**config.mk**
```make
export PLATFORM = sky130hd
export DESIGN_NAME = serial_add_sub_flat
export DESIGN_NICKNAME = d
export VERILOG_FILES = /design/src/rtl/serial_add_sub_if.sv /design/src/rtl/serial_add_sub.sv /design/src/flat_wrapper.sv
export SDC_FILE = /design/constraint.sdc
export NUM_CORES = 1
export LEC_CHECK = 0
export ABC_AREA = 1
export CAP_MARGIN = 20
export CORE_MARGIN = 2
export CORE_UTILIZATION = 41
export CTS_CLUSTER_SIZE = 24
export DETAILED_ROUTE_END_ITERATION = 6
export PLACE_DENSITY = 0.66
export SLEW_MARGIN = 10
export SYNTH_ARGS = -nofsm -noshare
export SYNTH_HDL_FRONTEND = slang
export SYNTH_SLANG_ARGS = --single-unit
```
**constraint.sdc**
```tcl
create_clock -name clk -period 1.55 [get_ports clk]
set_input_delay 0.465 -clock clk [delete_from_list [all_inputs] [get_ports clk]]
set_output_delay 0.465 -clock clk [all_outputs]
set_load 0.01 [all_outputs]
```
**src/rtl/serial_add_sub_if.sv**
```systemverilog
// Handshake and operand/result bundle for serial_add_sub.
// The master drives the request; the slave (the adder) returns status and results.
interface serial_add_sub_if #(
  parameter int WIDTH = 8
);
  logic             start;
  logic             sub;
  logic [WIDTH-1:0] a;
  logic [WIDTH-1:0] b;
  logic             ci;
  logic             busy;
  logic             done;
  logic [WIDTH-1:0] s;
  logic             co;
  logic             ovf;

  modport master (
    output start, sub, a, b, ci,
    input  busy, done, s, co, ovf
  );

  modport slave (
    input  start, sub, a, b, ci,
    output busy, done, s, co, ovf
  );
endinterface

```
**src/rtl/serial_add_sub.sv**
```systemverilog
// WIDTH-bit adder/subtractor that walks the operands LSB-first, SLICE bits per
// clock, through one shared SLICE-bit carry chain, with start/busy/done handshake.
module serial_add_sub #(
  parameter int WIDTH = 8,
  parameter int SLICE = 1
) (
  input logic             clk,
  input logic             nrst,
  serial_add_sub_if.slave bus
);
  localparam int N  = WIDTH / SLICE;
  localparam int CW = (N > 1) ? $clog2(N) : 1;

  generate
    if (WIDTH % SLICE != 0) begin : g_bad_slice
      $error("serial_add_sub: WIDTH must be a multiple of SLICE");
    end
  endgenerate

  typedef enum logic {IDLE, RUN} state_t;

  state_t           state, next_state;
  logic [CW-1:0]    cnt;
  logic [WIDTH-1:0] op_a, op_b, acc, acc_next, s_r;
  logic             carry, co_r, ovf_r, done_r;
  logic [SLICE-1:0] a_sl, b_sl, sum_sl;
  logic             c_out, c_msb, last;

  // Operands shift right each cycle, so the active slice is always the low bits;
  // sum slices enter the accumulator from the top and land in place after N steps.
  always_comb begin
    a_sl            = op_a[SLICE-1:0];
    b_sl            = op_b[SLICE-1:0];
    {c_out, sum_sl} = {1'b0, a_sl} + {1'b0, b_sl} + {{SLICE{1'b0}}, carry};
    // Carry into the top bit of the slice falls out of that bit's sum: s = a ^ b ^ cin.
    c_msb           = sum_sl[SLICE-1] ^ a_sl[SLICE-1] ^ b_sl[SLICE-1];
    acc_next        = WIDTH'({sum_sl, acc} >> SLICE);
    last            = (cnt == CW'(N - 1));
    next_state      = state;
    case (state)
      IDLE:    if (bus.start) next_state = RUN;
      RUN:     if (last)      next_state = IDLE;
      default: next_state = IDLE;
    endcase
  end

  always_ff @(posedge clk) begin
    if (!nrst) state <= IDLE;
    else       state <= next_state;
  end

  always_ff @(posedge clk) begin
    if (!nrst) begin
      cnt    <= '0;
      op_a   <= '0;
      op_b   <= '0;
      acc    <= '0;
      carry  <= 1'b0;
      s_r    <= '0;
      co_r   <= 1'b0;
      ovf_r  <= 1'b0;
      done_r <= 1'b0;
    end else begin
      done_r <= 1'b0;
      case (state)
        IDLE: begin
          if (bus.start) begin
            op_a  <= bus.a;
            op_b  <= bus.sub ? ~bus.b : bus.b;
            carry <= bus.sub | bus.ci;
            cnt   <= '0;
            acc   <= '0;
          end
        end
        RUN: begin
          op_a  <= op_a >> SLICE;
          op_b  <= op_b >> SLICE;
          carry <= c_out;
          acc   <= acc_next;
          cnt   <= cnt + 1'b1;
          if (last) begin
            s_r    <= acc_next;
            co_r   <= c_out;
            ovf_r  <= c_msb ^ c_out;
            done_r <= 1'b1;
            cnt    <= '0;
          end
        end
        default: ;
      endcase
    end
  end

  assign bus.busy = (state == RUN);
  assign bus.done = done_r;
  assign bus.s    = s_r;
  assign bus.co   = co_r;
  assign bus.ovf  = ovf_r;
endmodule

```
**src/flat_wrapper.sv**
```systemverilog
// flat-port wrapper written by rule: the top's interface ports become plain ports
module serial_add_sub_flat 
#(
  parameter int WIDTH = 8,
  parameter int SLICE = 1
)
  (clk, nrst, bus_start, bus_sub, bus_a, bus_b, bus_ci, bus_busy, bus_done, bus_s, bus_co, bus_ovf);
  serial_add_sub_if #(.WIDTH(WIDTH)) bus_i ();
  input logic clk;
  input logic nrst;
  input wire logic [$bits(bus_i.start)-1:0] bus_start;
  input wire logic [$bits(bus_i.sub)-1:0] bus_sub;
  input wire logic [$bits(bus_i.a)-1:0] bus_a;
  input wire logic [$bits(bus_i.b)-1:0] bus_b;
  input wire logic [$bits(bus_i.ci)-1:0] bus_ci;
  output wire logic [$bits(bus_i.busy)-1:0] bus_busy;
  output wire logic [$bits(bus_i.done)-1:0] bus_done;
  output wire logic [$bits(bus_i.s)-1:0] bus_s;
  output wire logic [$bits(bus_i.co)-1:0] bus_co;
  output wire logic [$bits(bus_i.ovf)-1:0] bus_ovf;
  assign bus_i.start = bus_start;
  assign bus_i.sub = bus_sub;
  assign bus_i.a = bus_a;
  assign bus_i.b = bus_b;
  assign bus_i.ci = bus_ci;
  assign bus_busy = bus_i.busy;
  assign bus_done = bus_i.done;
  assign bus_s = bus_i.s;
  assign bus_co = bus_i.co;
  assign bus_ovf = bus_i.ovf;
  serial_add_sub #(.WIDTH(WIDTH), .SLICE(SLICE)) u_core (.clk(clk), .nrst(nrst), .bus(bus_i));
endmodule
```
==> results_dict.tcl, run 1 <==
set metrics [dict create \
    status "finished clean" \
    clockBufferDepth 2 \
    yosysTopAreaCell "dfxtp_1" \
    fmax_ghz 0.731 \
    multi_input_area_um2 739 \
    worst_hold_slack_ps 471 \
    met1_usage 0.198 \
    layout-drive-gt1-share 0.0851 \
    grt_use_total 0.163 \
    hold_violations 0 \
    grt_pass1_vias 1324 \
    drt_pre_antenna_iters 4 \
    vias 1506 \
    core_area_mm2 0.00400 \
    drc 0 \
    die_h_um 68.6 \
    antenna_found_initial 0 \
    finClkSkew_ps 6.78 \
    clk_pin_slew_ps 70 \
    rsz0062_at_grt "no" \
    die-area_mm2 0.00471 \
    cp_data_required_time_ps 1080 \
    final_cell_area_mm2 0.00221 \
    setup.worst_path.start_class "flop" \
    cts_max_level 2 \
    routed_via_density 4.54 \
    synth_area_mm2 0.00171 \
    drv_slew 0 \
    grt_pass1_wl_mm 5.59 \
    area_growth_pct 29.3 \
    cts_setup_buffers 0 \
    hold_class "reg2reg" \
    min_period_ps 1370 \
    setup-violations-final 0 \
    slowest_delay_ps 340 \
    cts_tree "done" \
    worstSetupEndpointType "primary output" \
    ant_nets 0 \
    grt_max_degree 25 \
    tightestPinTransition_ps 406 \
    ys_ff_latch 39 \
    hpwl_mm 2.37 \
    fill_cells 399 \
    total_leakage_power_uw 0.00112 \
    die_x_um 68.6 \
    path_max_fanout 2 \
    met3_usage 0.0487 \
    ff_latch_area_um2 781 \
    postPlaceCellArea_mm2 0.00214 \
    critPathTopFamily "flip-flops" \
    yosys_warnings 0 \
    num_rows 23 \
    grtUsageMet2 0.255 \
    io_pins 33 \
    syn_nets 266 \
    pwr_density_cell_mw_per_mm2 898 \
    yosysSeqAreaShare 0.456 \
    netlist_instances 241 \
    grt.busiest_layer "met2" \
    peakVddDrop_mv 0.563 \
    clock-root-buffer "clkbuf_8" \
    avgRoutedWirePerCell_um 9.97 \
    cpMaxStageDelayCell "dfxtp_1" \
    drv_cap 0 \
    synthTopCellsByArea "dfxtp_1, nand2_1, nand3_1" \
    path_cells "dlygate4sd2_1" \
    insertion_delay_ps 290 \
    n_antenna_cell 0 \
    maxSlewHeadroom 0.729 \
    worst-setup-path-type "reg2out" \
    cts.sinks 39 \
    fin_crit_sh 0.883 \
    nets 307 \
    cts_made_buffers 5 \
    start_util 0.428 \
    cp.arrival_ps 900 \
    drt_iter0_markers 61 \
    path_buf_inv 1 \
    synth.distinct_cells 19 \
    overflow 0 \
    postRouteWirelength_mm 3.31 \
    layout_common_cells "nand2_1, dfxtp_1, nand3_1" \
    layout_commonest_cell "nand2_1" \
    avgSynthCellArea_um2 7.10 \
    gp_congestion 0.786 \
    synth_top_area_frac 0.456 \
    port_buffers 32 \
]
## final cells by class
cell class              instances  area share
repair buffers                 46       0.191
well taps                      50      0.0283
clock buffers                   6      0.0373
flip-flops and latches         39       0.353
multi-input cells             159       0.334
clock inverters                 1     0.00226
inverters                      31      0.0543
## layer usage
layer / vias up / wire [µm]
li1: 841 / -
met1: 629 / 1680
met2: 30 / 1410
met3: 6 / 143
met4: 0 / 77
met5: - / 0
## cell families after synthesis
family | count (synthesis) | share of synthesized area
fa+ha+maj | 4 | 0.0336
simple gates | 120 | 0.289
xor+xnor | 1 | 0.00512
compound gates | 34 | 0.104
flops | 39 | 0.456
buf+inv | 43 | 0.112
## cells in the mapped netlist
master and number:
xnor2_1 1, o21ai_1 1, ha_1 3, buf_4 2, clkbuf_1 2, fa_1 1
nor2_4 1, nor2_1 8, dfxtp_1 39, a21oi_1 20, o21ai_0 8, a22oi_1 1
o22ai_1 4, buf_2 6, nand3_1 30, nand2_1 81, inv_1 30, inv_2 1
buf_6 2
## report_power, final
group,internal [µW],total [µW],switching [µW]
clock,349,683,334
combinational,122,251,128
sequential,1040,1050,18.5
## state kept, by name (all words and copies together) (netlist names)
register	cells
u_core.bus.busy	1
u_core.op_a	8
u_core.cnt	3
u_core.carry	1
u_core.bus.ovf	1
u_core.acc	7
u_core.bus.done	1
u_core.bus.s	8
u_core.op_b	8
u_core.bus.co	1
## stage by stage
stage               instances  utilization  setup WS [ps]  TNS [ps]  total power [µW]
floorplan                 241            -            307         0              1220
global placement          325        0.534          -23.4     -45.4              1330
detailed placement        325        0.534          -30.0      -299              1330
CTS                       332        0.552            153         0              2010
global route              332        0.553           65.6         0              2080
finish                    332        0.553            182         0              1990
## timing repair
item / CTS / global route
endpoints found under the hold margin: 0 / 0
hold buffers: 0 / 0
endpoints found under the setup margin: 12 / 2
gates resized for setup: 12 / 1
## worst paths after layout
kind	from	endpoint	slack, ps	cells after the start
worst max-delay path	u_core.bus.busy$_SDFF_PN0_	bus_busy	180	1
worst min-delay path	u_core.op_a[7]$_SDFFE_PN0P_	u_core.op_a[7]$_SDFFE_PN0P_	470	2
worst max register to register	u_core.cnt[0]$_SDFFE_PN0P_	u_core.bus.s[0]$_SDFFE_PN0P_	200	5
worst min register to register	u_core.op_a[7]$_SDFFE_PN0P_	u_core.op_a[7]$_SDFFE_PN0P_	470	2
(Power assumes the default switching activity.)
==> run 2, diff against run 1 <==
--- a/config.mk
+++ b/config.mk
@@ -6,12 +6,12 @@
 export NUM_CORES = 1
 export LEC_CHECK = 0
 export ABC_AREA = 1
+export ABC_CLOCK_PERIOD_IN_PS = 1550
 export CAP_MARGIN = 20
 export CORE_MARGIN = 2
-export CORE_UTILIZATION = 41
+export CORE_UTILIZATION = 39
 export CTS_CLUSTER_SIZE = 24
 export DETAILED_ROUTE_END_ITERATION = 6
-export PLACE_DENSITY = 0.66
 export SLEW_MARGIN = 10
 export SYNTH_ARGS = -nofsm -noshare
 export SYNTH_HDL_FRONTEND = slang
==> run 2 against run 1 <==
  * Non-clock buffer count up 2
  * Die area up 4.8%
  * Clock power up 46%
  * Clock skew down 3.1 ps
  * Critical path type unchanged
==> results_dict.tcl, run 2 (synthesis gave the netlist of run 1 again) <==
set metrics [dict create \
    status "finished clean" \
    antenna_found_initial 0 \
    setup-violations-final 0 \
    cts_setup_buffers 0 \
    path_buf_inv 1 \
    final_cell_area_mm2 0.00228 \
    die_x_um 70.3 \
    ant_nets 0 \
    cp.arrival_ps 910 \
    cts_resized 12 \
    clk_pin_slew_ps 80 \
    holdPathStages 2 \
    cts_max_level 2 \
    cpMaxStageDelayCell "dfxtp_1" \
    path_cells "dlygate4sd2_1" \
    die-area_mm2 0.00494 \
    hold_violations 0 \
    setup.worst_path.start_class "flop" \
    die_h_um 70.3 \
    regToRegSetupSlack_ps 280 \
    drv_slew 0 \
    rsz0062_at_grt "no" \
    cts_made_buffers 5 \
    nets 309 \
    grt_pass1_wl_mm 5.98 \
    cts_tree "done" \
    core_area_mm2 0.00429 \
    holdPathEnd "u_core.bus.s[1]$_SDFFE_PN0P_" \
    layout_setup_ws_ps 179 \
    layout-drive-gt1-share 0.0912 \
    io_pins 33 \
    tightestPinTransition_ps 423 \
    drc 0 \
    timing.rr.end "u_core.bus.s[0]$_SDFFE_PN0P_" \
    layout_commonest_cell "nand2_1" \
    cts.sinks 39 \
    routed_via_density 4.64 \
    peakVddDrop_mv 0.382 \
    clock-root-buffer "clkbuf_8" \
    layout.cells.non_filler 337 \
    hold_start "u_core.bus.s[1]$_SDFFE_PN0P_" \
    drt_pre_antenna_iters 4 \
    post-place-ws_ps -44.7 \
    hold_buffers 0 \
    hold_class "reg2reg" \
    grt_use_total 0.153 \
    avgRoutedWirePerCell_um 10.3 \
    grt_max_degree 25 \
    fin_crit_sh 0.885 \
    slowest_delay_ps 340 \
    vias 1565 \
    cp_data_required_time_ps 1080 \
    drt_iter0_markers 57 \
    overflow 0 \
    postPlaceCellArea_mm2 0.00215 \
    finClkSkew_ps 3.66 \
    min_period_ps 1370 \
    worst-setup-path-type "reg2out" \
    num_rows 24 \
    start_util 0.399 \
    dpl.cell_count 329 \
    clockBufferDepth 2 \
    worstSetupEndpointType "primary output" \
    insertion_delay_ps 290 \
    critPathTopFamily "flip-flops" \
    fill_cells 433 \
    fmax_ghz 0.729 \
    r2r_cells 6 \
    area_growth_pct 33.0 \
    n_antenna_cell 0 \
    pwr_density_cell_mw_per_mm2 1010 \
    port_buffers 32 \
    hpwl_mm 2.55 \
    total_leakage_power_uw 0.00115 \
    r2r-start "u_core.cnt[0]$_SDFFE_PN0P_" \
    final_util 0.530 \
    path_max_fanout 2 \
    drv_cap 0 \
    maxSlewHeadroom 0.718 \
    postRouteWirelength_mm 3.47 \
    grt_pass1_vias 1403 \
    worst_hold_slack_ps 465 \
    layout_common_cells "nand2_1, dfxtp_1, inv_1, nand3_1" \
    gp_congestion 0.735 \
]
## run 2: cell count changes in the layout (fill, tap and decap cells not counted), sizes merged
cell	previous run	this run
buf	14	16
clkbuf	6	5
inv	30	31
bufinv	0	2
clkinv	1	0
## run 2: worst register-to-register path: stages, from the launching register on
cell and delay, ps:
dfxtp_1 330, ha_1 220, ha_1 210, nand2_1 90
buf_4 150, nand2_1 80, a21oi_1 130
## run 2: metrics by stage
step           TNS (ps)  total power [µW]
2_1_floorplan         0              1220
3_3_place_gp       -318              1330
3_5_place_dp       -534              1330
4_1_cts               0              2340
5_1_grt               0              2420
6_report              0              2310
## run 2: worst max path at each step
stage | start | endpoint | slack (ps) | cells after the start
6_report | u_core.bus.s[0]$_SDFFE_PN0P_ | bus_s[0] | 180 | 1
5_1_grt | u_core.bus.s[0]$_SDFFE_PN0P_ | bus_s[0] | 120 | 1
4_1_cts | u_core.bus.s[0]$_SDFFE_PN0P_ | bus_s[0] | 160 | 1
3_5_place_dp | bus_start | u_core.op_b[4]$_SDFFE_PN0P_ | -40 | 5
3_3_place_gp | bus_start | u_core.op_b[7]$_SDFFE_PN0P_ | -30 | 5
2_1_floorplan | u_core.cnt[0]$_SDFFE_PN0P_ | u_core.bus.s[5]$_SDFFE_PN0P_ | 310 | 6
## run 2: power by group
part | total, µW | switching (µW) | internal, µW
clock | 1000 | 360 | 642
sequential | 1050 | 18.8 | 1030
combinational | 254 | 131 | 123
total | 2310 | 509 | 1800
## run 2: final cells by class
cell class,count,area (µm²),share of cell area
clock buffers,5,68.8,0.0302
inverters,31,116,0.0511
repair buffers,48,438,0.192
clock inverters,3,67.6,0.0297
multi-input cells,159,739,0.325
flip-flops and latches,39,781,0.343
well taps,52,65.1,0.0286
## run 2: routing by layer
layer	track usage	share of wire	up-vias
met3	0.0491	0.043	7
met5	0	0	-
met4	0.0769	0.023	0
met2	0.260	0.47	31
met1	0.171	0.46	681
li1	-	-	846
